$ cat src/rtl/uart_pkg.sv
// Shared UART definitions: transmitter state encoding and default frame geometry.
package uart_pkg;

    typedef enum logic [2:0] {
        IDLE,
        START,
        DATA,
        PARITY,
        STOP
    } tx_state_t;

    localparam int UART_DATA_BITS_DEF = 8;
    localparam int UART_STOP_BITS_DEF = 1;

endpackage

$ cat src/rtl/uart_baud_edge.sv
// Turns the generator's 50%-duty baud clock into a one-clk bit-period enable.
// Kept separate so the receiver can reuse the same edge detector.
module uart_baud_edge (
    input  logic clk,
    input  logic rst,
    input  logic baud_clk,
    output logic tick
);

    logic baud_q;
    logic baud_d;

    always_comb begin
        baud_d = baud_clk;
    end

    always_ff @(posedge clk) begin
        if (rst) begin
            baud_q <= 1'b0;
        end else begin
            baud_q <= baud_d;
        end
    end

    assign tick = baud_clk & ~baud_q;

endmodule

$ cat src/rtl/uart_tx_frame.sv
// UART transmit framer: one-entry holding register feeding an LSB-first serialiser.
// Define UART_TX_PARITY_EN to compile in the parity bit (even, or odd with PARITY_ODD=1).
module uart_tx_frame
    import uart_pkg::*;
#(
    parameter int DATA_BITS  = UART_DATA_BITS_DEF,
    parameter int STOP_BITS  = UART_STOP_BITS_DEF,
    parameter int PARITY_ODD = 0
) (
    input  logic                 clk,
    input  logic                 rst,
    input  logic                 baud_clk,
    input  logic [DATA_BITS-1:0] tx_data,
    input  logic                 tx_valid,
    output logic                 tx_ready,
    output logic                 tx,
    output logic                 tx_busy
);

    localparam int CNT_W = $clog2(DATA_BITS + 1);
    localparam logic [CNT_W-1:0] LAST_BIT = CNT_W'(DATA_BITS);
    localparam logic [1:0] LAST_STOP = 2'(STOP_BITS - 1);

    if (DATA_BITS < 5 || DATA_BITS > 9 || STOP_BITS < 1 || STOP_BITS > 2 ||
        PARITY_ODD < 0 || PARITY_ODD > 1) begin : g_bad_cfg
        $error("uart_tx_frame: unsupported DATA_BITS/STOP_BITS/PARITY_ODD");
    end

    logic tick;

    uart_baud_edge u_baud_edge (
        .clk      (clk),
        .rst      (rst),
        .baud_clk (baud_clk),
        .tick     (tick)
    );

    tx_state_t            state_q, state_d;
    logic [DATA_BITS-1:0] shift_q, shift_d;
    logic [DATA_BITS-1:0] hold_q, hold_d;
    logic                 hold_valid_q, hold_valid_d;
    logic [CNT_W-1:0]     bit_cnt_q, bit_cnt_d;
    logic [1:0]           stop_cnt_q, stop_cnt_d;
    logic                 tx_q, tx_d;
    logic                 busy_q, busy_d;
    logic                 ready_q, ready_d;
    logic                 load;
`ifdef UART_TX_PARITY_EN
    logic                 parity_q, parity_d;
`endif

    always_comb begin
        state_d      = state_q;
        shift_d      = shift_q;
        hold_d       = hold_q;
        hold_valid_d = hold_valid_q;
        bit_cnt_d    = bit_cnt_q;
        stop_cnt_d   = stop_cnt_q;
        tx_d         = tx_q;
        busy_d       = busy_q;
        load         = 1'b0;
`ifdef UART_TX_PARITY_EN
        parity_d     = parity_q;
`endif

        // Accept needs an empty hold register and load needs a full one, so they never collide.
        if (tx_valid && ready_q) begin
            hold_d       = tx_data;
            hold_valid_d = 1'b1;
        end

        case (state_q)
            IDLE: begin
                load = tick && hold_valid_q;
            end
            START: begin
                if (tick) begin
                    tx_d      = shift_q[0];
                    shift_d   = shift_q >> 1;
                    bit_cnt_d = CNT_W'(1);
                    state_d   = DATA;
                end
            end
            DATA: begin
                if (tick) begin
                    if (bit_cnt_q < LAST_BIT) begin
                        tx_d      = shift_q[0];
                        shift_d   = shift_q >> 1;
                        bit_cnt_d = bit_cnt_q + 1'b1;
                    end else begin
`ifdef UART_TX_PARITY_EN
                        tx_d       = parity_q;
                        state_d    = PARITY;
`else
                        tx_d       = 1'b1;
                        stop_cnt_d = '0;
                        state_d    = STOP;
`endif
                    end
                end
            end
`ifdef UART_TX_PARITY_EN
            PARITY: begin
                if (tick) begin
                    tx_d       = 1'b1;
                    stop_cnt_d = '0;
                    state_d    = STOP;
                end
            end
`endif
            STOP: begin
                if (tick) begin
                    if (stop_cnt_q == LAST_STOP) begin
                        if (hold_valid_q) begin
                            load = 1'b1;
                        end else begin
                            busy_d  = 1'b0;
                            state_d = IDLE;
                        end
                    end else begin
                        stop_cnt_d = stop_cnt_q + 2'd1;
                    end
                end
            end
            default: begin
                tx_d    = 1'b1;
                busy_d  = 1'b0;
                state_d = IDLE;
            end
        endcase

        // Loading the next byte drives the start bit immediately, which keeps queued frames gapless.
        if (load) begin
            shift_d      = hold_q;
            hold_valid_d = 1'b0;
            tx_d         = 1'b0;
            busy_d       = 1'b1;
            state_d      = START;
`ifdef UART_TX_PARITY_EN
            parity_d     = (^hold_q) ^ 1'(PARITY_ODD);
`endif
        end

        ready_d = ~hold_valid_d;
    end

    always_ff @(posedge clk) begin
        if (rst) begin
            state_q      <= IDLE;
            shift_q      <= '0;
            hold_q       <= '0;
            hold_valid_q <= 1'b0;
            bit_cnt_q    <= '0;
            stop_cnt_q   <= '0;
            tx_q         <= 1'b1;
            busy_q       <= 1'b0;
            ready_q      <= 1'b0;
`ifdef UART_TX_PARITY_EN
            parity_q     <= 1'b0;
`endif
        end else begin
            state_q      <= state_d;
            shift_q      <= shift_d;
            hold_q       <= hold_d;
            hold_valid_q <= hold_valid_d;
            bit_cnt_q    <= bit_cnt_d;
            stop_cnt_q   <= stop_cnt_d;
            tx_q         <= tx_d;
            busy_q       <= busy_d;
            ready_q      <= ready_d;
`ifdef UART_TX_PARITY_EN
            parity_q     <= parity_d;
`endif
        end
    end

    assign tx       = tx_q;
    assign tx_busy  = busy_q;
    assign tx_ready = ready_q;

endmodule

$ cat config.mk
export PLATFORM = sky130hd
export DESIGN_NAME = uart_tx_frame
export DESIGN_NICKNAME = d
export VERILOG_FILES = /design/src/rtl/uart_pkg.sv /design/src/rtl/uart_baud_edge.sv /design/src/rtl/uart_tx_frame.sv
export SDC_FILE = /design/constraint.sdc
export NUM_CORES = 1
export LEC_CHECK = 0
export CAP_MARGIN = 20
export CORE_ASPECT_RATIO = 0.9
export CORE_MARGIN = 2
export CORE_UTILIZATION = 35
export CTS_CLUSTER_DIAMETER = 30
export CTS_CLUSTER_SIZE = 30
export DETAILED_ROUTE_END_ITERATION = 16
export PLACE_DENSITY = 0.65
export SETUP_SLACK_MARGIN = 0.2
export SYNTH_ARGS = -nofsm -noshare
export SYNTH_HDL_FRONTEND = slang
export SYNTH_SLANG_ARGS = --single-unit
export TNS_END_PERCENT = 100
$ cat constraint.sdc
create_clock -name clk -period 2.15 [get_ports clk]
set_clock_uncertainty 0.15 [all_clocks]
set_input_delay 0.645 -clock clk [delete_from_list [all_inputs] [get_ports clk]]
set_output_delay 0.645 -clock clk [all_outputs]
set_load 0.02 [all_outputs]
==> reports/qor.txt <==
Status: finished clean
Slew @ Worst Pin: 0.352 ns
WHS: 0.308 ns
Synth unique cells: 41
Area of the die: 4720 µm²
Critical Path AT: 1.89 ns
Crit Path Class: reg2reg
Gr ovfl total: 0
Share of layout cells above drive strength 1: 0.259
Critical Path Fanout Max: 8
Minimum clock period after layout: 1.86 ns
Via count: 1346
# placed instances: 232
GR Util All Layers: 0.164
Worst Setup Start Kind: register
Commonest register cell after synthesis: dfxtp_1
Worst min-delay path class: reg2reg
Filler cell count: 372
Initial DRC Count: 79
Wire length after detailed routing: 3.39 mm
Initial antenna violation count: 0
Final non-filler cell area: 1960 µm²
Synth-to-Final Area Change: 33.8%
Static Leakage: 0.756 nW
#FFs+latches synth: 30
Setup TNS: 0 ns
CP delay by family, top: compound AO/OA/AOI/OAI gates
Sequential area share after synthesis: 0.410
Die H: 65.4 µm
Crit path cell chain: inv_1 -> ha_2 -> nand2b_4 -> buf_4 -> nand3_4 -> a221o_1 -> o221a_2
Yosys warning count: 0
# setup viols final: 0
Synth Instances: 164
Post-DP Area: 1750 µm²
Post-synth top area share: 0.410
RSZ-0062 raised after global routing: false
Mapped Area: 1470 µm²
Number of global-route vias before repair: 1239
Finished Core Util: 0.485
Synthesized area per cell: 8.94 µm²
CP required: 2.18 ns
Final Wtd Congestion: 0.790
Nets: 210
Top-count cell post-synth: dfxtp_1
Asr flop ratio synth: 0
CTS Buf Count: 5
Avg WL per Cell: 13.8 µm
Slew HR: 0.765
Vias/cell: 5.49
TritonCTS clock tree: done
IO Pins: 15
P per Cell Area: 758 nW/µm²
Pre-antenna DRT Iters: 4
Max-capacitance violation count: 0
Core ar.: 4050 µm²
DRC violations left: 0
Non-Filler Instances: 245
VDD IR-drop max: 416 µV
Synth area leaders: dfxtp_1 41%, a21oi_1 6.5%, o221a_2 4.6%, nand3_1 4.1%, a221o_1 3.4%
Port buffer count: 14
Hpwl dp: 2.40 mm
Pin count of the biggest net entering global routing: 23
Crit path buf inv count: 2
Worst-path clk slew: 0.06 ns
Cell taking the most area after synthesis: dfxtp_1
Register area: 602 µm²
Crit end category: register
Multi-input logic area: 827 µm²
Initial Utilization: 0.362
CTS root buf: clkbuf_8
Most instantiated cells after synthesis: 30 x dfxtp_1, 19 x a21oi_1, 12 x nand2_1, 12 x nand3_1
First-pass GRT wire length: 5.95 mm
Post-synth EDFFs: 0
Die width: 72.2 µm
Final hold viol count: 0
Max Freq: 536 MHz
Max-slew violation count: 0
Hold Buf Count CTS: 0
# rows: 22
Worst-Skew Late Latency: 0.28 ns
Final antenna-violating net count: 0
H-tree levels: 2
CTS Sinks: 30
CP max stage delay: 0.37 ns
Final period util: 0.867
Syn Nets: 178
Ant. Diodes: 0
Clock Tree Buf Depth: 2
Highest-delay cell along the critical path: a221o_1
==> worst min-delay path: stages, from the launching register on <==
cell and delay (ns):
dfxtp_1 0.31, nand2_1 0.05, a21oi_1 0.05
==> layer usage <==
layer | up-vias | wire (µm) | track usage
li1 | 677 | - | -
met1 | 632 | 1670 | 0.216
met2 | 33 | 1510 | 0.247
met3 | 4 | 161 | 0.0506
met4 | 0 | 47 | 0.0731
met5 | - | 0 | 0
==> cell usage in the layout (no fill, tap or decap), drive strengths merged, types with 3 or more instances in the layout <==
cell type,netlist,layout
o221a,6,6
a31oi,3,3
buf,3,22
dlygate4sd2,0,3
o21ai,3,3
nand2,12,12
nand2b,4,4
clkbuf,8,7
inv,8,8
nor3,4,4
nor2,7,7
clkdlybuf4s50,0,10
dfxtp,30,30
a221o,5,5
nand3,13,13
and3,8,8
a21oi,21,21
==> path summary, 6_finish.rpt <==
check                                           startpoint                 endpoint  slack, ns  cells past startpoint
worst min-delay path                hold_q[7]$_SDFFE_PP0P_   hold_q[7]$_SDFFE_PP0P_       0.31                      2
worst min register to register      hold_q[7]$_SDFFE_PP0P_   hold_q[7]$_SDFFE_PP0P_       0.31                      2
worst max-delay path            stop_cnt_q[0]$_SDFFE_PP0P_  shift_q[2]$_SDFFE_PP0P_       0.29                      7
worst max register to register  stop_cnt_q[0]$_SDFFE_PP0P_  shift_q[2]$_SDFFE_PP0P_       0.29                      7
==> repair_timing <==
action                                  4_1_cts  5_1_grt
pin swaps                                     2        6
endpoints found under the setup margin       17       12
buffers inserted                              2        3
resized for setup                            10        8
==> logic make-up (layout without fill, tap and decap cells) <==
kind of cell,Yosys count,after routing,share of synthesized area
fa+ha+maj,2,2,0.0171
simple gates,61,61,0.243
mux,2,2,0.0145
compound gates,48,48,0.253
flops,30,30,0.410
xor+xnor,2,2,0.0119
buf+inv,19,52,0.0512
==> sequential cells by signal, summed over array words and instances (netlist names) <==
name / flops
hold_q: 8
shift_q: 8
bit_cnt_q: 4
state_q: 3
stop_cnt_q: 2
hold_valid_q: 1
tx: 1
tx_busy: 1
tx_ready: 1
u_baud_edge.baud_q: 1
==> power breakdown <==
| part | switching (mW) | internal, mW | total [mW] |
|---|---|---|---|
| Clock | 0.211 | 0.494 | 0.705 |
| Sequential | 0.0221 | 0.583 | 0.606 |
| Combinational | 0.0849 | 0.0916 | 0.176 |
| Total | 0.318 | 1.17 | 1.49 |
==> through the flow <==
step                      worst slack (ns)  power [mW]
after floorplan                      0.138       0.714
after global placement              -0.330       0.780
after detailed placement            -0.404       0.784
after CTS                            0.162        1.49
after global routing                 0.195        1.55
final                                0.286        1.49
==> area by class of cell <==
cell class	instances	share of cell area
clock buffers	6	0.0421
clock inverters	2	0.0306
inverters	8	0.0153
multi-input cells	115	0.422
flip-flops and latches	30	0.307
well taps	48	0.0306
repair buffers	36	0.153
Power figures use the tool's default switching activity.
